`src/rtl/dmem_arb_pkg.sv`:
```
// Shared types for the two-requester data-memory arbiter: FSM states and requester ids.
package dmem_arb_pkg;

    typedef enum logic [1:0] {
        IDLE   = 2'd0,
        ACCESS = 2'd1,
        RESP   = 2'd2
    } state_e;

    localparam logic REQ_ID0 = 1'b0;
    localparam logic REQ_ID1 = 1'b1;

endpackage

```
`src/rtl/rr_arbiter2.sv`:
```
// Two-way round-robin arbiter: one-hot grant, priority passes away from each winner.
module rr_arbiter2
    import dmem_arb_pkg::*;
(
    input  logic       clk,
    input  logic       rst_n,
    input  logic [1:0] req,
    input  logic       advance,
    output logic [1:0] gnt
);

    // prio_q holds the id of the requester that wins a tie
    logic prio_q;
    logic prio_d;

    always_comb begin
        gnt = 2'b00;
        unique case (req)
            2'b01:   gnt = 2'b01;
            2'b10:   gnt = 2'b10;
            2'b11:   gnt = (prio_q == REQ_ID0) ? 2'b01 : 2'b10;
            default: gnt = 2'b00;
        endcase
    end

    always_comb begin
        prio_d = prio_q;
        if (advance && (gnt != 2'b00)) begin
            prio_d = gnt[0] ? REQ_ID1 : REQ_ID0;
        end
    end

    always_ff @(posedge clk) begin
        if (!rst_n) begin
            prio_q <= REQ_ID0;
        end else begin
            prio_q <= prio_d;
        end
    end

endmodule

```
`src/rtl/dmem_arbiter.sv`:
```
// Shares one single-port data memory between two requesters, one transaction
// in flight at a time (IDLE -> ACCESS -> RESP).
module dmem_arbiter
    import dmem_arb_pkg::*;
#(
    parameter int ADDR_W = 32,
    parameter int DATA_W = 32
) (
    input  logic              clk,
    input  logic              rst_n,
    input  logic              r0_req,
    input  logic              r0_we,
    input  logic [ADDR_W-1:0] r0_addr,
    input  logic [DATA_W-1:0] r0_wdata,
    input  logic              r1_req,
    input  logic              r1_we,
    input  logic [ADDR_W-1:0] r1_addr,
    input  logic [DATA_W-1:0] r1_wdata,
    output logic              r0_gnt,
    output logic              r1_gnt,
    output logic              r0_rvalid,
    output logic              r1_rvalid,
    output logic [DATA_W-1:0] r0_rdata,
    output logic [DATA_W-1:0] r1_rdata,
    output logic [ADDR_W-1:0] mem_address,
    output logic [DATA_W-1:0] mem_write_data,
    output logic              mem_read,
    output logic              mem_write,
    input  logic [DATA_W-1:0] mem_read_data
);

    state_e            state_q, state_d;
    logic [ADDR_W-1:0] addr_q, addr_d;
    logic              we_q, we_d;
    logic [DATA_W-1:0] wdata_q, wdata_d;
    logic              id_q, id_d;
    logic [DATA_W-1:0] resp_q, resp_d;
    logic [DATA_W-1:0] rdata0_q, rdata0_d;
    logic [DATA_W-1:0] rdata1_q, rdata1_d;
    logic [1:0]        arb_req;
    logic [1:0]        arb_gnt;
    logic              in_idle;
    logic              addr_lsb_unused;

    // Byte-offset bits are dropped when the address is latched.
    assign addr_lsb_unused = ^{r0_addr[1:0], r1_addr[1:0]};

    // Requests are only visible to the arbiter in IDLE and outside reset,
    // so a grant is never shown for a transaction that will not start.
    assign in_idle = (state_q == IDLE);
    assign arb_req = {r1_req, r0_req} & {2{in_idle && rst_n}};

    rr_arbiter2 u_rr_arbiter2 (
        .clk     (clk),
        .rst_n   (rst_n),
        .req     (arb_req),
        .advance (in_idle),
        .gnt     (arb_gnt)
    );

    always_ff @(posedge clk) begin
        if (!rst_n) begin
            state_q <= IDLE;
        end else begin
            state_q <= state_d;
        end
    end

    always_comb begin
        state_d = state_q;
        unique case (state_q)
            IDLE:    state_d = (arb_gnt != 2'b00) ? ACCESS : IDLE;
            ACCESS:  state_d = RESP;
            RESP:    state_d = IDLE;
            default: state_d = IDLE;
        endcase
    end

    always_comb begin
        r0_gnt         = arb_gnt[0];
        r1_gnt         = arb_gnt[1];
        r0_rvalid      = 1'b0;
        r1_rvalid      = 1'b0;
        mem_address    = '0;
        mem_write_data = '0;
        mem_read       = 1'b0;
        mem_write      = 1'b0;
        unique case (state_q)
            ACCESS: begin
                mem_address    = addr_q;
                mem_write_data = wdata_q;
                mem_read       = !we_q;
                mem_write      = we_q && rst_n;
            end
            RESP: begin
                r0_rvalid = (id_q == REQ_ID0);
                r1_rvalid = (id_q == REQ_ID1);
            end
            default: ;
        endcase
    end

    // Payload latch on grant; response captured at the ACCESS->RESP edge
    // and copied into the owning requester's rdata register.
    always_comb begin
        addr_d   = addr_q;
        we_d     = we_q;
        wdata_d  = wdata_q;
        id_d     = id_q;
        resp_d   = resp_q;
        rdata0_d = rdata0_q;
        rdata1_d = rdata1_q;
        if (in_idle && (arb_gnt != 2'b00)) begin
            if (arb_gnt[1]) begin
                addr_d  = {r1_addr[ADDR_W-1:2], 2'b00};
                we_d    = r1_we;
                wdata_d = r1_wdata;
                id_d    = REQ_ID1;
            end else begin
                addr_d  = {r0_addr[ADDR_W-1:2], 2'b00};
                we_d    = r0_we;
                wdata_d = r0_wdata;
                id_d    = REQ_ID0;
            end
        end
        if (state_q == ACCESS) begin
            resp_d = we_q ? '0 : mem_read_data;
            if (id_q == REQ_ID0) begin
                rdata0_d = resp_d;
            end else begin
                rdata1_d = resp_d;
            end
        end
    end

    always_ff @(posedge clk) begin
        if (!rst_n) begin
            addr_q   <= '0;
            we_q     <= 1'b0;
            wdata_q  <= '0;
            id_q     <= REQ_ID0;
            resp_q   <= '0;
            rdata0_q <= '0;
            rdata1_q <= '0;
        end else begin
            addr_q   <= addr_d;
            we_q     <= we_d;
            wdata_q  <= wdata_d;
            id_q     <= id_d;
            resp_q   <= resp_d;
            rdata0_q <= rdata0_d;
            rdata1_q <= rdata1_d;
        end
    end

    assign r0_rdata = rdata0_q;
    assign r1_rdata = rdata1_q;

endmodule

```
`config.mk`:
```
export PLATFORM = sky130hd
export DESIGN_NAME = dmem_arbiter
export DESIGN_NICKNAME = d
export VERILOG_FILES = /design/src/rtl/dmem_arb_pkg.sv /design/src/rtl/rr_arbiter2.sv /design/src/rtl/dmem_arbiter.sv
export SDC_FILE = /design/constraint.sdc
export NUM_CORES = 1
export LEC_CHECK = 0
export CAP_MARGIN = 20
export CORE_MARGIN = 2
export CORE_UTILIZATION = 37
export CTS_CLUSTER_DIAMETER = 80
export CTS_CLUSTER_SIZE = 16
export DETAILED_ROUTE_END_ITERATION = 10
export PLACE_DENSITY = 0.76
export SLEW_MARGIN = 20
export SYNTH_ARGS = -nofsm -noshare
export SYNTH_HDL_FRONTEND = slang
export SYNTH_HIERARCHICAL = 1
export SYNTH_SLANG_ARGS = --single-unit
```
`constraint.sdc`:
```
create_clock -name clk -period 2.33 [get_ports clk]
set_input_delay 0.3495 -clock clk [delete_from_list [all_inputs] [get_ports clk]]
set_output_delay 0.3495 -clock clk [all_outputs]
set_load 0.01 [all_outputs]
```
==> results, run 1 <==
- The number of hold violations in the final report is 0.
- In this run the horizontal extent of the chip is 135.0 um.
- In the final design database the tool counted 1137 nets.
- The fill cell instance count of the final layout is 1520.
- The synthesis warning total is 6.
- Measured in cells, the most critical reg-to-reg path has a length of 8.
- The switching power is 1.722 mW.
- For this run, the register share of the synthesized area comes to 0.4132.
- TritonCTS created 17 clock buffers.
- The endpoint kind of the worst setup timing path is a primary output.
- Of the available clock period, the critical path in the final layout requires 0.9791.
- The worst slew margin relative to its limit is 0.4077.
- Measured along the y axis, the die boundary spans 135.0 um.
- The maximum number of buffers from clock root to sink is 2.
- The data required time of the critical path is 1980 ps.
- The later pin in the worst-skew pair is clocked with a latency of 420 ps.
- After detailed routing, the total wire length is 19580 um.
- The fraction of power spent switching nets is 0.2631.
- Entering global routing, the biggest net connects 98 pins.
- The number of standard-cell rows in the floorplan is 47.
- The share of synthesized area in the top cell type comes to 0.4132.
- The number of setup buffers added after CTS is 0.
- The area enclosed by the die boundary is 18220 um^2.
- Detailed routing inserted a total of 6052 vias.
- The slowest stage of the critical path is the sky130_fd_sc_hd__clkdlybuf4s50_1 cell.
- The sequential cells in the finished layout cover a total of 2625 um^2.
- OpenSTA, run right after detailed placement, puts the worst setup slack at 65.15 ps.
- The clock transition at the registers of the reported paths is 60 ps.
- The H-tree was split into 4 levels.
- For this run, the total global-route usage over all layers was measured as 0.2139.
- The run finished with clean final reports.
- The area of the placeable core is 16700 um^2.
- The total setup violations reported at the end of the flow is 0.
- The library cell used most frequently in the layout, excluding fill and tap cells, is sky130_fd_sc_hd__clkdlybuf4s50_1.
- After layout, the design draws a total of 6.544 mW.
- The register share of total power is 0.384.
- The number of iterations in the first detailed-routing pass is 4.
- The min-delay analysis places its worst path in the category in -> reg.
- The worst hold path terminates at state_q[1].
- The share of total power dissipated in the clock network is 0.419.
- Once detailed placement completed, the half-perimeter wirelength came to 13490 um.
- Routability-driven placement finished with a final weighted congestion of 0.7473.
- The number of cells produced by synthesis is 702.
- The clock sink count is 131.
- Yosys mapped the design onto 30 distinct sky130hd cell types.
- Of all nets on the critical path, the largest fanout is 23.
- The average footprint of a synthesized cell is 9.040 um^2.
- Once detail routing completed, the nets flagged for antenna violations numbered 0.
- TritonCTS built the clock tree.
- The cell area after synthesis is 6346 um^2.
- The post-route cell area is 10090 um^2.
- 300 I/O pins were placed.
- The footprint of the multi-input gates is 3349 um^2.
- The worst-case IR drop observed on VDD is 546.8 uV.
- The sort of element at the start of the critical path is a register.
- The initial core utilization is 0.3800.
- The via count of the first global-routing pass is 5946.
- After detailed routing, the number of remaining DRC violations is 0.
- After synthesis, the cell types taking the most area are sky130_fd_sc_hd__dfxtp_1 41%, sky130_fd_sc_hd__mux2i_1 9.9%, sky130_fd_sc_hd__o211a_1 9.9%.
- Walking the worst path, the cells encountered are nor2b_4, buf_8, and2_1, clkdlybuf4s50_1.
- The placed cell area is 9444 um^2.
- CTS placed an instance of sky130_fd_sc_hd__clkbuf_16 at the clock tree root.
- The register-to-register path setup slack is 330 ps.
- The diode insertion count for antenna repair is 0.
- Relative to the synthesized area, the layout overhead comes to 58.95%.
- The internal power contribution is 4.823 mW.
- The count of final max-slew check failures is 0.
- The peak clock frequency supported by timing is 0.4383 GHz.
- The worst endpoint data arrival time is 1930 ps.
- In the routed layout, each cell is associated on average with a via count of 5.027.
- The worst hold path passes through 2 cells.
- In the layout the commonest cells are 281 x sky130_fd_sc_hd__clkdlybuf4s50_1, 130 x sky130_fd_sc_hd__nand2_1, 129 x sky130_fd_sc_hd__dfxtp_1.
- The critical path is of the reg -> out type.
- The wire length of the first global-routing pass is 30800 um.
- For this run the aggregate overflow at the end of global routing stands at 0.
- The smallest clock period supported by the final layout is computed as 2281 ps.
- Max-cap violations in this run came to 0.
- After detailed routing, the average wire length per cell comes to 16.26 um.
- In this run the most critical hold path is launched from rst_n.
- The initial antenna violation count is 0.
- At the pin with the least slew margin, the transition time is 888.5 ps.
- The proportion of layout cells with a drive suffix above 1 is 0.06707.
- The analysis attributes to cell leakage a power of 4.377 nW.
- The count of state elements after synthesis is 131.
- The clock skew is 7.504 ps.
- Input and output buffers added on the ports amount to 293.
- The share of total power dissipated in combinational logic is 0.197.
- The worst stage delay on the critical path is 540 ps.
- The start of the worst register-to-register path is state_q[1].
- The biggest area contributor in the post-synthesis netlist is sky130_fd_sc_hd__dfxtp_1.
- The power per standard cell area is 648.8 nW/um^2.
- The DRC violation total after the first TritonRoute iteration is 257.
- Across all setup checks in the final design, the least slack found is 48.59 ps.
- The destination of the worst register-to-register timing path is addr_q[3].
[routing by layer]
metal  global-route usage  routed length (um)  share of wire
met1               0.2521                7895           0.40
met2               0.3559                9274           0.47
met3              0.08596                2036           0.10
met4              0.06944                 376          0.019
met5                    0                   0              0
[power groups by stage]
stage | logic [mW] | registers (mW) | clock network, mW
after global routing | 1.41 | 2.53 | 2.89
after floorplan | 0.700 | 2.55 | 0
after CTS | 1.31 | 2.51 | 2.79
final | 1.29 | 2.51 | 2.74
after detailed placement | 1.30 | 2.56 | 0
after global placement | 1.29 | 2.55 | 0
[worst max path at each step]
| stage | from | to | slack [ps] | cells after the start |
|---|---|---|---|---|
| 2_1_floorplan | state_q[1] | wdata_q[0] | 100 | 10 |
| 3_3_place_gp | r1_req | wdata_q[15] | 70 | 8 |
| 3_5_place_dp | r1_req | wdata_q[15] | 70 | 8 |
| 4_1_cts | state_q[0] | mem_address[20] | -7 | 4 |
| 5_1_grt | state_q[0] | mem_address[13] | -8 | 4 |
| 6_report | state_q[0] | mem_write_data[29] | 50 | 4 |
[cell type report]
class | count | area share
multi-input cells | 502 | 0.3321
clock buffers | 17 | 0.04217
well taps | 220 | 0.02729
clock inverters | 15 | 0.01774
inverters | 1 | 0.0003721
flip-flops and latches | 131 | 0.2602
repair buffers | 318 | 0.3201
[per-stage QoR]
step	instances	setup TNS, ps	util	hold WS (ps)
after global routing	1204	-26.10	0.6040	232.2
final	1204	0	0.6040	225.7
after global placement	1172	0	0.5655	439.9
after CTS	1204	-19.73	0.6026	213.9
after floorplan	703	0	-	463.8
after detailed placement	1172	0	0.5655	444.2
[synthesized netlist by cell type]
cell	count
sky130_fd_sc_hd__nand3b_1	1
sky130_fd_sc_hd__and3_1	4
sky130_fd_sc_hd__o211a_1	63
sky130_fd_sc_hd__or2_2	1
sky130_fd_sc_hd__buf_4	12
sky130_fd_sc_hd__buf_6	9
sky130_fd_sc_hd__buf_1	1
sky130_fd_sc_hd__clkbuf_4	1
sky130_fd_sc_hd__clkbuf_1	23
sky130_fd_sc_hd__mux2i_1	63
sky130_fd_sc_hd__nor3_4	1
sky130_fd_sc_hd__and3b_1	2
sky130_fd_sc_hd__or3b_1	1
sky130_fd_sc_hd__nor2b_1	34
sky130_fd_sc_hd__and4b_1	1
sky130_fd_sc_hd__a21boi_1	47
sky130_fd_sc_hd__nor3b_2	1
sky130_fd_sc_hd__inv_1	1
sky130_fd_sc_hd__nand2_1	130
sky130_fd_sc_hd__dfxtp_1	131
sky130_fd_sc_hd__buf_2	23
sky130_fd_sc_hd__and2_1	63
sky130_fd_sc_hd__conb_1	1
sky130_fd_sc_hd__nor3b_1	1
sky130_fd_sc_hd__nand3_1	63
sky130_fd_sc_hd__a21boi_0	20
sky130_fd_sc_hd__a31o_1	1
sky130_fd_sc_hd__o31ai_1	1
sky130_fd_sc_hd__nor2_1	1
sky130_fd_sc_hd__nor2_2	1
[repair_timing]
action,CTS,global route
setup endpoints to repair,32,58
hold buffers,0,0
resized for setup,10,9
[critical path, delay by kind of cell (launching register included)]
kind,cells,cell delay [ps]
and+or+nand+nor,2,410
buffers and inverters,2,730
DFF,1,360
[state kept, by name (all words and copies together), names as in the netlist]
signal,flops
addr_q,30
id_q,1
r0_rdata,32
r1_rdata,32
state_q,2
u_rr_arbiter2/prio_q,1
wdata_q,32
we_q,1
[cells by family (layout without fill, tap and decap cells)]
| kind of cell | count (synthesis) | count (layout) | synth area share |
|---|---|---|---|
| flip-flops | 131 | 131 | 0.4132 |
| other | 1 | 2 | 0.0005909 |
| buffers and inverters | 70 | 351 | 0.06427 |
| AO/OA/AOI/OAI | 132 | 132 | 0.1812 |
| AND/OR/NAND/NOR | 305 | 305 | 0.2413 |
| multiplexers | 63 | 63 | 0.09937 |
Power figures use the tool's default switching activity.
==> inputs of run 2 (changes only) <==
CORE_UTILIZATION = 42   (was 37)
PLACE_DENSITY = 0.82   (was 0.76)
clock period = 2.15 ns   (was 2.33 ns; I/O delays follow)
==> run 2 against run 1 <==
Effect of this change:
- worst setup slack improved by 34 ps
- sequential share of layout area barely moved
- first-iteration DRC count rose by 16%
- largest power group unchanged
==> results, run 2 (synthesis gave the netlist of run 1 again) <==
- The flow ran to the end, and the final reports show no timing, DRC or antenna violations.
- The library cell used most frequently in the layout, excluding fill and tap cells, is sky130_fd_sc_hd__clkdlybuf4s50_1.
- For the finished layout, the period the worst path requires is 2067 ps.
- The worst hold path belongs to the class reg -> reg.
- In this run the most critical hold path is launched from r1_rdata[31].
- The number of standard-cell rows in the floorplan was 44 (-6.4%).
- The width of the die is 126.9 um (-6.0%).
- The DRC violation total after the first TritonRoute iteration is 297 (+16%).
- The area added between synthesis and finish is 59.36%.
- The maximum net fanout on the critical path is 7 (-70%).
- The maximum number of buffers from clock root to sink is 2 (unchanged).
- The half-perimeter wire length after detailed placement is 12940 um (-4.0%).
- The average detailed-routed wire length per instance is 16.82 um (+3.4%).
- The area enclosed by the die boundary is 16110 um^2 (-12%).
- The number of iterations in the first detailed-routing pass came to 4 (unchanged).
- The peak clock frequency supported by timing is 0.4837 GHz.
- Setup repair after global routing left no endpoint under its margin.
- The initial core utilization is 0.4334 (+0.05337).
- The final net count is 1144 (+0.62%).
- The diode insertion count for antenna repair is 0 (unchanged).
- The count of final max-slew check failures is 0 (unchanged).
- The detail-routed via count per cell is 5.137 (+2.2%).
- The data required time of the critical path was 1830 ps (-150 ps).
- The via count of the first global-routing pass is 5888 (-0.98%).
- The placer congestion estimate is 0.7628 (+2.1%).
- The max-capacitance violation count came to 0 (unchanged).
- The minimum setup slack in the final design is 82.64 ps (+34.05 ps).
- The worst-case vdd ir drop is 483.5 uV (-12%).
- The aggregate global-route resource usage is 0.2457 (+0.03182).
- The largest individual stage delay along the critical path comes from the cell sky130_fd_sc_hd__dfxtp_2.
- The clock skew is 8.810 ps (+1.306 ps).
- The top-level port count is 300 (unchanged).
- The endpoint kind of the worst setup timing path is a primary output.
- By startpoint and endpoint, the worst setup path is classified as reg -> out.
- The total leakage power is 4.488 nW (+2.5%).
- The worst slack at placement was -27.18 ps (-92.32 ps).
- The clock sink count is 131 (unchanged).
- The number of routed nets with antenna violations is 0 (unchanged).
- Dividing the final minimum period by the clock period gives 0.9616.
- The clock transition at the registers of the reported paths is 60 ps (about the same).
- The global-route congestion overflow total is 0 (unchanged).
- The DRC violation count after routing is 0 (unchanged).
- The area of the placeable core is 14640 um^2 (-12%).
- The number of buffers inserted during clock tree synthesis is 17 (unchanged).
- The sum of routed wire length over all layers is 19760 um (+0.91%).
- The cell family with the largest share of critical-path delay is buffers and inverters.
- The cell chosen for the clock root is sky130_fd_sc_hd__clkbuf_16.
- The die height was 126.9 um (-6.0%).
- The power per standard cell area was 703.3 nW/um^2 (+8.4%).
- The hold-fix buffer count after cts was 0 (unchanged).
- The fill cell instance count of the final layout is 1194 (-21%).
- The via total after detailed routing came to 6036 (-0.26%).
- The proportion of layout cells with a drive suffix above 1 came to 0.08779 (+0.02072).
- The count of buffer and inverter cells on the critical path is 2 (unchanged).
- The sort of element at the start of the critical path is a register.
- The number of port buffers is 293 (unchanged).
- The worst stage delay on the critical path was 350 ps (-190 ps).
- The first element of the critical path is state_q[1].
- The critical path goes through nor2_4, and3_1, a21boi_4, buf_12, dlygate4sd2_1.
- The number of hold violations in the final report is 0 (unchanged).
- The wire length of the first global-routing pass is 31280 um (+1.6%).
- The maximum number of pins on one net before global-route repair is 90 (-8.2%).
- In the layout the commonest cells are 225 x sky130_fd_sc_hd__clkdlybuf4s50_1, 130 x sky130_fd_sc_hd__nand2_1, 129 x sky130_fd_sc_hd__dfxtp_1.
- The total setup violations reported at the end of the flow is 0 (unchanged).
- The initial antenna violation count was 0 (unchanged).
- The worst endpoint data arrival time is 1740 ps (-190 ps).
- TritonCTS built the clock tree.
- The setup TNS came to 0 ps (unchanged).
- The H-tree depth is 4 (unchanged).
- The clock latency reported for the late side of the worst-skew pair was 410 ps (about the same).
- The worst-margin pin slew is 836.0 ps (-52.49 ps).
- The worst slew margin relative to its limit is 0.4427 (+0.03499).
- The start of the worst register-to-register path is state_q[1].
run 2: cell count changes in the layout (fill, tap and decap cells not counted), moves of 3 or more:
cell                              change
sky130_fd_sc_hd__buf_4                +4
sky130_fd_sc_hd__dlygate4sd2_1       +26
sky130_fd_sc_hd__buf_2                +3
sky130_fd_sc_hd__clkdlybuf4s50_1     -56
sky130_fd_sc_hd__clkdlybuf4s15_1     +24
sky130_fd_sc_hd__clkdlybuf4s15_2      +9
sky130_fd_sc_hd__dlymetal6s2s_1       -6
run 2: layer usage:
layer / vias up / wire length (um) / track usage
met5: - / 0 / 0
met4: 0 / 363 / 0.07886
met3: 25 / 1711 / 0.08941
met2: 234 / 9618 / 0.4130
met1: 2815 / 8069 / 0.2926
li1: 2962 / - / -
run 2: worst reg2reg max path, cell delays in order (launching register included):
cell	delay [ps]
sky130_fd_sc_hd__dfxtp_2	350
sky130_fd_sc_hd__nor2_4	150
sky130_fd_sc_hd__and3_1	260
sky130_fd_sc_hd__a21boi_4	90
sky130_fd_sc_hd__buf_12	140
sky130_fd_sc_hd__nor2_1	240
sky130_fd_sc_hd__nor3_4	80
sky130_fd_sc_hd__buf_12	180
sky130_fd_sc_hd__o211a_1	270
run 2: cell type report:
class	instances	area [um^2]	area share
Multi-Input combinational cell	502	3361	0.3323
Timing Repair Buffer	325	3284	0.3248
Sequential cell	131	2628	0.2598
Clock buffer	18	429.2	0.04243
Tap cell	184	230.2	0.02276
Clock inverter	14	177.7	0.01757
Inverter	1	3.754	0.0003712
run 2: power by group:
| group | internal [mW] | switching [mW] | total (mW) |
|---|---|---|---|
| sequential | 2.63 | 0.0962 | 2.72 |
| clock | 1.84 | 1.12 | 2.97 |
| combinational | 0.786 | 0.640 | 1.43 |
run 2: stage by stage:
step / power [mW] / cell area, um^2 / hold slack, ps / util / std cells
after CTS: 7.198 / 10090 / 452.6 / 0.6893 / 1174
after global placement: 4.150 / 9408 / 439.1 / 0.6424 / 1135
after global routing: 7.424 / 10110 / 470.7 / 0.6906 / 1175
final: 7.113 / 10110 / 448.7 / 0.6906 / 1175
after floorplan: 3.531 / 6375 / 463.8 / - / 703
after detailed placement: 4.170 / 9408 / 444.5 / 0.6424 / 1135
run 2: worst paths after layout:
kind	slack (ps)	cells past startpoint	end
worst max-delay path	80	5	r1_gnt
worst max register to register	270	8	wdata_q[23]
worst min-delay path	450	2	r1_rdata[31]
worst min register to register	450	2	r1_rdata[31]
run 2: repair_timing:
action	CTS	global route
gates cloned	3	0
setup buffers	4	1
gates resized for setup	123	4
endpoints found under the setup margin	67	35
==> inputs of run 3 (changes only) <==
--- a/constraint.sdc
+++ b/constraint.sdc
@@ -3,2 +3,2 @@
 set_output_delay 0.3225 -clock clk [all_outputs]
-set_load 0.01 [all_outputs]
+set_load 0.05 [all_outputs]
==> run 3 against run 2 <==
Effect of this change:
- first-iteration DRC count grew 5.7%
- global-route usage grew 0.24 points
- maximum frequency shrank 2.2%
- final area grew 7.8%
- via count grew 2.1%
- register-to-register slack lost 100 ps
- critical path depth grew 1
- critical path type unchanged
- flip-flop and latch count is the same
- power grew 5.0%
==> results, run 3 (synthesis gave the netlist of run 1 again) <==
- The run finished with clean final reports.
- The clock group share of total power came to 0.386 (-0.031).
- The detail-routed via count per cell was 5.204 (+1.3%).
- The aggregate global-route resource usage came to 0.2481 (+0.002360).
- The worst hold slack across all endpoints is 449.8 ps (+1.120 ps).
- The setup TNS is 0 ps (unchanged).
- Leaving out fill and tap cells, the most frequent cells in the layout are 224 x sky130_fd_sc_hd__clkdlybuf4s50_1, 130 x sky130_fd_sc_hd__nand2_1, 130 x sky130_fd_sc_hd__dfxtp_1.
- The peak clock frequency supported by timing is 0.4732 GHz (-2.2%).
- The endpoint identified for the worst register-to-register timing path is wdata_q[23].
- The start of the worst register-to-register path is state_q[0].
- The classification of the worst setup path is reg -> out.
- The fraction of power spent switching nets came to 0.2801 (+0.01845).
- The area enclosed by the die boundary is 16110 um^2 (unchanged).
- The number of routed nets with antenna violations was 0 (unchanged).
- The maximum number of buffers from clock root to sink is 2 (unchanged).
- The critical path's slowest cell is sky130_fd_sc_hd__dfxtp_2.
- The average detailed-routed wire length per instance is 17.72 um (+5.4%).
- The clock latency reported for the late side of the worst-skew pair is 410 ps (about the same).
- The number of hold violations in the final report was 0 (unchanged).
- The H-tree depth is 4 (unchanged).
- The area of the placeable core came to 14640 um^2 (unchanged).
- In this run the clock root is driven by a sky130_fd_sc_hd__clkbuf_16.
- The maximum net fanout on the critical path is 9 (+2).
- The library cell used most frequently in the layout, excluding fill and tap cells, is sky130_fd_sc_hd__clkdlybuf4s50_1.
- The max-capacitance violation count is 0 (unchanged).
- The top-level port count was 300 (unchanged).
- The total leakage power is 4.661 nW (+3.9%).
- The sum of routed wire length over all layers is 20980 um (+6.2%).
- The initial core utilization was 0.4334 (unchanged).
- The minimum clock period after layout was 2113 ps (+45.93 ps).
- The power per standard cell area is 684.7 nW/um^2 (-2.6%).
- The post-route clock period utilization came to 0.9829 (+0.02136).
- The via count of the first global-routing pass was 6154 (+4.5%).
- The worst setup path endpoint is mem_write_data[10].
- The width of the die was 126.9 um (unchanged).
- The initial antenna violation count is 0 (unchanged).
- The worst slack at placement was -26.88 ps (+0.2972 ps).
- The maximum number of pins on one net before global-route repair is 76 (-16%).
- The clock transition at the registers of the reported paths is 60 ps (about the same).
- The worst-case vdd ir drop is 515.4 uV (+6.6%).
- The worst-margin pin slew is 716.5 ps (-119.5 ps).
- The type of the tightest min-delay check is reg -> reg.
- The TritonCTS clock tree is yes.
- The number of port buffers came to 293 (unchanged).
- The proportion of layout cells with a drive suffix above 1 is 0.1520 (+0.06421).
- The fill cell instance count of the final layout is 1004 (-16%).
- The final instance count without filler cells was 1184 (+0.77%).
- The total power after layout came to 7.468 mW (+5.0%).
- The count of buffer and inverter cells on the critical path came to 4 (+2).
- The DRC violation count after routing is 0 (unchanged).
- The global-route congestion overflow total is 0 (unchanged).
- The total setup violations reported at the end of the flow is 0 (unchanged).
- The clock sink count is 131 (unchanged).
- The internal power contribution is 5.376 mW (+2.4%).
- Relative to the synthesized area, the layout overhead comes to 71.86%.
- The share of total power in combinational logic is 0.248 (+0.048).
- The hold-fix buffer count after cts is 0 (unchanged).
- The die height is 126.9 um (unchanged).
- The number of iterations in the first detailed-routing pass is 8 (+4).
- In this run the worst setup path begins at state_q[0].
- The register-to-register path setup slack is 170 ps (-100 ps).
- The data required time of the critical path is 1830 ps (about the same).
- The minimum setup slack in the final design came to 36.71 ps (-45.93 ps).
- The placer congestion estimate is 0.8017 (+5.1%).
- The DRC violation total after the first TritonRoute iteration came to 314 (+5.7%).
- The final net count is 1155 (+0.96%).
- The endpoint kind of the worst setup timing path is a primary output.
- The via total after detailed routing is 6162 (+2.1%).
- The half-perimeter wire length after detailed placement is 14430 um (+12%).
- The number of logic stages on the critical path including buffering is 6 (+1).
- The worst slew margin relative to its limit was 0.5224 (+0.07969).
- The worst endpoint data arrival time is 1790 ps (+50 ps).
- The worst-case reg-to-reg path depth is 9 (+1).
- The count of final max-slew check failures is 0 (unchanged).
- The kind of cell with the highest combined delay along the critical path is buffers and inverters.
- The diode insertion count for antenna repair is 0 (unchanged).
- The worst stage delay on the critical path is 360 ps (about the same).
- The sort of element at the start of the critical path is a register.
- The clock skew is 7.238 ps (-1.572 ps).
- The register share of total power was 0.365 (-0.018).
- The number of standard-cell rows in the floorplan came to 44 (unchanged).
- The number of cells in the design after placement was 1146 (+0.97%).
- The number of buffers inserted during clock tree synthesis is 17 (unchanged).
- The switching power was 2.092 mW (+12%).
- The signal on the critical path passes through buf_6, nor2b_4, buf_12, buf_6, and2_1, buf_12.
- The wire length of the first global-routing pass is 31680 um (+1.3%).
[run 3: final cells by class]
class,count,area (um^2),share of cell area
timing repair buffer,336,4091,0.3751
multi-input combinational,502,3376,0.3095
sequential,131,2624,0.2406
clock buffer,20,446.7,0.04095
tap,184,230.2,0.02111
clock inverter,10,135.1,0.01239
inverter,1,3.754,0.0003442
[run 3: timing repair]
item	in CTS	in global routing
buffers inserted	2	1
endpoints found under the setup margin	3	51
gates resized for setup	3	4
gates cloned	0	5
[run 3: per-stage QoR]
stage | instance area [um^2] | utilization
detailed placement | 10170 | 0.6947
global route | 10910 | 0.7448
finish | 10910 | 0.7448
global placement | 10170 | 0.6947
CTS | 10790 | 0.7368
floorplan | 6467 | -
[run 3: how the worst min path moves through the flow]
stage	slack, ps	cells after the start	start	end
final	450	2	r0_rdata[11]	r0_rdata[11]
after global routing	470	2	r1_rdata[24]	r1_rdata[24]
after CTS	450	2	r0_rdata[11]	r0_rdata[11]
after detailed placement	440	2	r0_rdata[11]	r0_rdata[11]
after global placement	440	2	r0_rdata[0]	r0_rdata[0]
after floorplan	460	1	addr_q[10]	addr_q[10]
[run 3: power groups by stage]
stage | sequential (mW) | clock, mW | combinational [mW]
3_3_place_gp | 2.76 | 0 | 1.77
4_1_cts | 2.72 | 2.93 | 1.81
3_5_place_dp | 2.77 | 0 | 1.79
6_report | 2.73 | 2.89 | 1.85
2_1_floorplan | 2.88 | 0 | 0.928
5_1_grt | 2.75 | 3.05 | 1.97
[run 3: tightest hold or removal path, cell delays in order (launching register included)]
cell and delay, ps:
sky130_fd_sc_hd__dfxtp_1 300, sky130_fd_sc_hd__nand2_1 50, sky130_fd_sc_hd__a21boi_1 50
[run 3: per-layer routing]
layer | part of all wire | routed length [um] | vias to the layer above | track usage
met4 | 0.018 | 378 | 0 | 0.07628
met5 | 0 | 0 | - | 0
met1 | 0.39 | 8130 | 2896 | 0.2748
met2 | 0.51 | 10710 | 246 | 0.4418
li1 | - | - | 2986 | -
met3 | 0.084 | 1768 | 34 | 0.09279
==> variant 1: new RTL, flow settings as in run 1 <==
Reset style: asynchronous (`rst_n`), changed in 3 clocked blocks.
--- a/src/rtl/rr_arbiter2.sv
+++ b/src/rtl/rr_arbiter2.sv
@@ -30,7 +30,7 @@
         end
     end
 
-    always_ff @(posedge clk) begin
+    always_ff @(posedge clk or negedge rst_n) begin
         if (!rst_n) begin
             prio_q <= REQ_ID0;
         end else begin
--- a/src/rtl/dmem_arbiter.sv
+++ b/src/rtl/dmem_arbiter.sv
@@ -58,7 +58,7 @@
         .gnt     (arb_gnt)
     );
 
-    always_ff @(posedge clk) begin
+    always_ff @(posedge clk or negedge rst_n) begin
         if (!rst_n) begin
             state_q <= IDLE;
         end else begin
@@ -133,7 +133,7 @@
         end
     end
 
-    always_ff @(posedge clk) begin
+    always_ff @(posedge clk or negedge rst_n) begin
         if (!rst_n) begin
             addr_q   <= '0;
             we_q     <= 1'b0;
Formal check against the unedited RTL: differs if rst_n is asserted again (counterexample within 4 cycles, from zero or initial values and one cycle with rst_n low); with rst_n held inactive, the same outputs for 4 cycles.
==> variant 1 against run 1 <==
- final cell count fell by 10%
- sequential cell count is the same
- final area up 2.0%
- wire length decreased by 10%
- synthesized area is 1.9% higher
- worst setup slack improved by 50 ps
- register-to-register slack got worse by 110 ps
- global-route usage fell by 2.0 points
Power is not compared: it rests on default switching activity, and its combinational part moved more than twofold at a synthesized area within 25%.
==> variant 1: results (changes against run 1) <==
- Register area: 3280 µm² (+25%)
- Crit path capture type: register
- RR Startpoint: state_q[0]
- Mux cell area share after synthesis: 25.4% (+15 points)
- Layout cells sized above 1: 23.0% (+16 points)
- Metal3 WL: 1540 µm (-25%)
- Vias: 5033 (-17%)
- Slowest cell on crit path: dlygate4sd3_1
- Wire length on met1: 7180 µm (-9.1%)
- GRT Total Usage: 19.4% (-2.0 points)
- Worst reg2reg path endpoint: addr_q[25]
- Met1 usage: 23.7% (-1.5 points)
- Setup crit start: rst_n
- #MultiIn Comb: 367 (-27%)
- Clk buf depth: 2 (unchanged)
- Area share of fa/ha/maj cells after synthesis: 0% (unchanged)
- Compound-Gate Fraction of Synth Area: 5.61% (-13 points)
- Synth area leaders: dfrtp_1, mux2_4, mux2_2, and2_1, nand2_1
- Async set or reset register ratio after synthesis: 100% (+100 points)
- CP Data Arrival Time: 2520 ps (+590 ps)
- Met2 GRT Util: 31.2% (-4.4 points)
- Routed Wire Length: 17600 µm (-10%)
- Reg2Reg Depth: 7 (-1)
- Initial DRC count: 120 (-53%)
- Clock buffer cells: 18 (+1)
- Area delta synth->final: 59.1% (about the same)
- First-pass GRT wire length: 27500 µm (-11%)
- Pin count of the biggest net entering global routing: 126 (+29%)
- Slowest stage delay, CP: 580 ps (+40 ps)
- Post-synthesis sequential area ratio: 50.7% (+9.4 points)
- Vias in the first global route: 5189 (-13%)
- Post-synthesis register bit count: 131 (unchanged)
- Final clock-cell share: 5.31% (-0.68 points)
- Fillers: 1468 (-3.4%)
- Met3 usage: 7.12% (-1.5 points)
- Status: finished, final reports clean
- Clock Skew: 11.8 ps (+4.31 ps)
- Relative slew slack: 54.6% (+14 points)
- R2R Setup Slk: 220 ps (-110 ps)
- Final RePlAce weighted congestion: 0.745 (-0.35%)
- Hold Path Class: in -> async
- DR WL met2: 8450 µm (-8.9%)
- Post-DP HPWL: 12400 µm (-8.0%)
- DP Area: 9700 µm² (+2.8%)
- Synth cell types: 28 (-6.7%)
- Buffer share of cell area: 31.3% (-0.70 points)
- Commonest cells post-synth: dfrtp_1, mux2_2, nand2_1
- Worst-path maximum fanout: 23 (unchanged)
- Area of the multi-input gates: 2960 µm² (-12%)
- NumNets Final: 1008 (-11%)
==> variant 1: through the flow <==
| step | setup slack, ps | hold WS, ps | cells |
|---|---|---|---|
| after global placement | -101 | 158 | 1041 |
| final | 98.6 | 352 | 1078 |
| after CTS | 42.1 | 371 | 1077 |
| after floorplan | 35.3 | 53.9 | 538 |
| after detailed placement | -119 | 160 | 1041 |
| after global routing | 20.5 | 361 | 1078 |
==> variant 1: what timing repair did <==
action | in CTS | in global routing
cloned | 1 | 1
endpoints found under the hold margin | 6 | 0
resized for setup | 72 | 2
hold buffers | 1 | 0
buffers inserted | 4 | 0
setup endpoints to repair | 65 | 36
==> variant 1: power by group through the flow <==
stage	Sequential [mW]	Clock [mW]	Combinational, mW
floorplan	4.02	0	3.00
global placement	3.88	0	5.56
detailed placement	3.91	0	5.67
CTS	3.92	2.54	5.57
global route	4.05	2.66	6.00
finish	3.90	2.49	5.52
==> variant 2: new RTL, settings of run 1 <==
Made on the original files. The parameter `DATA_W` goes from 32 to 64.
--- a/src/rtl/dmem_arbiter.sv
+++ b/src/rtl/dmem_arbiter.sv
@@ -4,7 +4,7 @@
     import dmem_arb_pkg::*;
 #(
     parameter int ADDR_W = 32,
-    parameter int DATA_W = 32
+    parameter int DATA_W = 64
 ) (
     input  logic              clk,
     input  logic              rst_n,
Interface: changed (6 resized); port bits go from 300 to 492. The function was not compared with the original's and may differ.
==> variant 2 against run 1 <==
- maximum frequency is 1.3% higher
- register-to-register slack worse by 130 ps
- synthesized area is 67% higher
- hold slack better by 120 ps
- sequential share of layout area is 1.9 points higher
- synthesized cell count is 71% higher
- first-iteration DRC count is 120% higher
- worst setup slack better by 29 ps
- final area is 61% higher
- total power is 42% higher
- via count is 66% higher
- wire length is 85% higher
- sequential cell count is 96 higher
==> variant 2: results (changes against run 1) <==
- DP Area: 15900 µm² (+68%)
- GRT Total Usage: 23.0% (+1.6 points)
- Ys flop type: dfxtp_1
- Initial antenna violation count: 3 (+3)
- Postcts setup bufs: 1 (+1)
- Layout cells sized above 1: 4.69% (-2.0 points)
- Die area: 30100 µm² (+65%)
- Synth cell types: 30 (unchanged)
- DRT Pass-1 Iters: 5 (+1)
- DR WL/cell: 18.1 µm (+11%)
- Slowest stage delay, CP: 420 ps (-120 ps)
- Comb pwr: 2.09 mW (+62%)
- Seq. pwr: 4.31 mW (+72%)
- Initial DRC count: 575 (+120%)
- Worst-path maximum fanout: 49 (+110%)
- CP top delay family: buffers and inverters
- Port bufs: 485 (+66%)
- Clock Skew: 10.5 ps (+2.97 ps)
- Routed Wire Length: 36300 µm (+85%)
- Pre-CTS WS: -50.2 ps (-115 ps)
- Clk slew on worst S/H paths: 70 ps
- Worst skew pair latency: 490 ps (+70 ps)
- Final RePlAce weighted congestion: 0.865 (+16%)
- Placed insts: 1981 (+69%)
- Yosys warnings: 6 (unchanged)
- Htree depth: 1 (-3)
- Hold Path Class: in -> reg
- Pin count of the biggest net entering global routing: 203 (+110%)
- Relative slew slack: 35.6% (-5.1 points)
- NumNets Final: 1880 (+65%)
- Slowest cell on crit path: dfxtp_4
- Syn Inst Count: 1197 (+71%)
- Status: finished, final reports clean
- Area of the multi-input gates: 5560 µm² (+66%)
- First-pass GRT wire length: 55900 µm (+82%)
- Via-to-Cell Ratio: 5.01 (-0.40%)
- Clk buf depth: 3 (+1)
- CP Data Arrival Time: 1900 ps (-30 ps)
- Vias in the first global route: 9945 (+67%)
- Total CTS buffers: 18 (+1)
- Leak: 7.10 nW (+62%)
- Synth area leaders: dfxtp_1, nand2_1, mux2i_1, o211a_1, a21boi_0
- Post-synthesis sequential area ratio: 42.8% (+1.4 points)
- Post-DP HPWL: 25300 µm (+88%)
- Root Buffer: clkbuf_16
- Peak VDD IR: 0.000520 V (-5.0%)
- Commonest cells post-synth: nand2_1, dfxtp_1, a21boi_0
- Sw power: 2.53 mW (+47%)
- Fillers: 2552 (+68%)
- Post-CTS Resized: 104 (+94)
- P_int: 6.74 mW (+40%)
- Async set or reset register ratio after synthesis: 0% (unchanged)
[variant 2: final timing paths]
kind	to	slack, ps	start	cells after the start
setup / recovery	mem_write	80	state_q[0]	4
hold / removal	u_rr_arbiter2/prio_q	350	rst_n	4
setup reg to reg	addr_q[19]	200	state_q[0]	9
hold reg to reg	r0_rdata[24]	450	r0_rdata[24]	2
[variant 2: final cells by class]
cell class	instances	area share, %
clock buffer	20	2.95
antenna	3	0.0461
timing repair buffer	516	31.8
clock inverter	2	0.100
sequential	227	28.0
multi-input combinational	854	34.2
tap	384	2.95
inverter	1	0.0231
[variant 2: cell families after synthesis]
family	after synthesis	share of synthesized area, %
AOI/OAI and AO/OA	228	18.4
other	1	0.0353
and+or+nand+nor	529	24.6
buffers and inverters	117	5.33
DFF	227	42.8
muxes	95	8.95
[variant 2: layer usage]
layer  global-route usage [%]  vias to the layer above  share of wire (%)
met5                        0                        -                  0
met4                     8.19                        0                3.6
met3                     8.16                       68                9.4
met2                     39.6                      359                 48
met1                     26.4                     4749                 39
li1                         -                     4872                  -
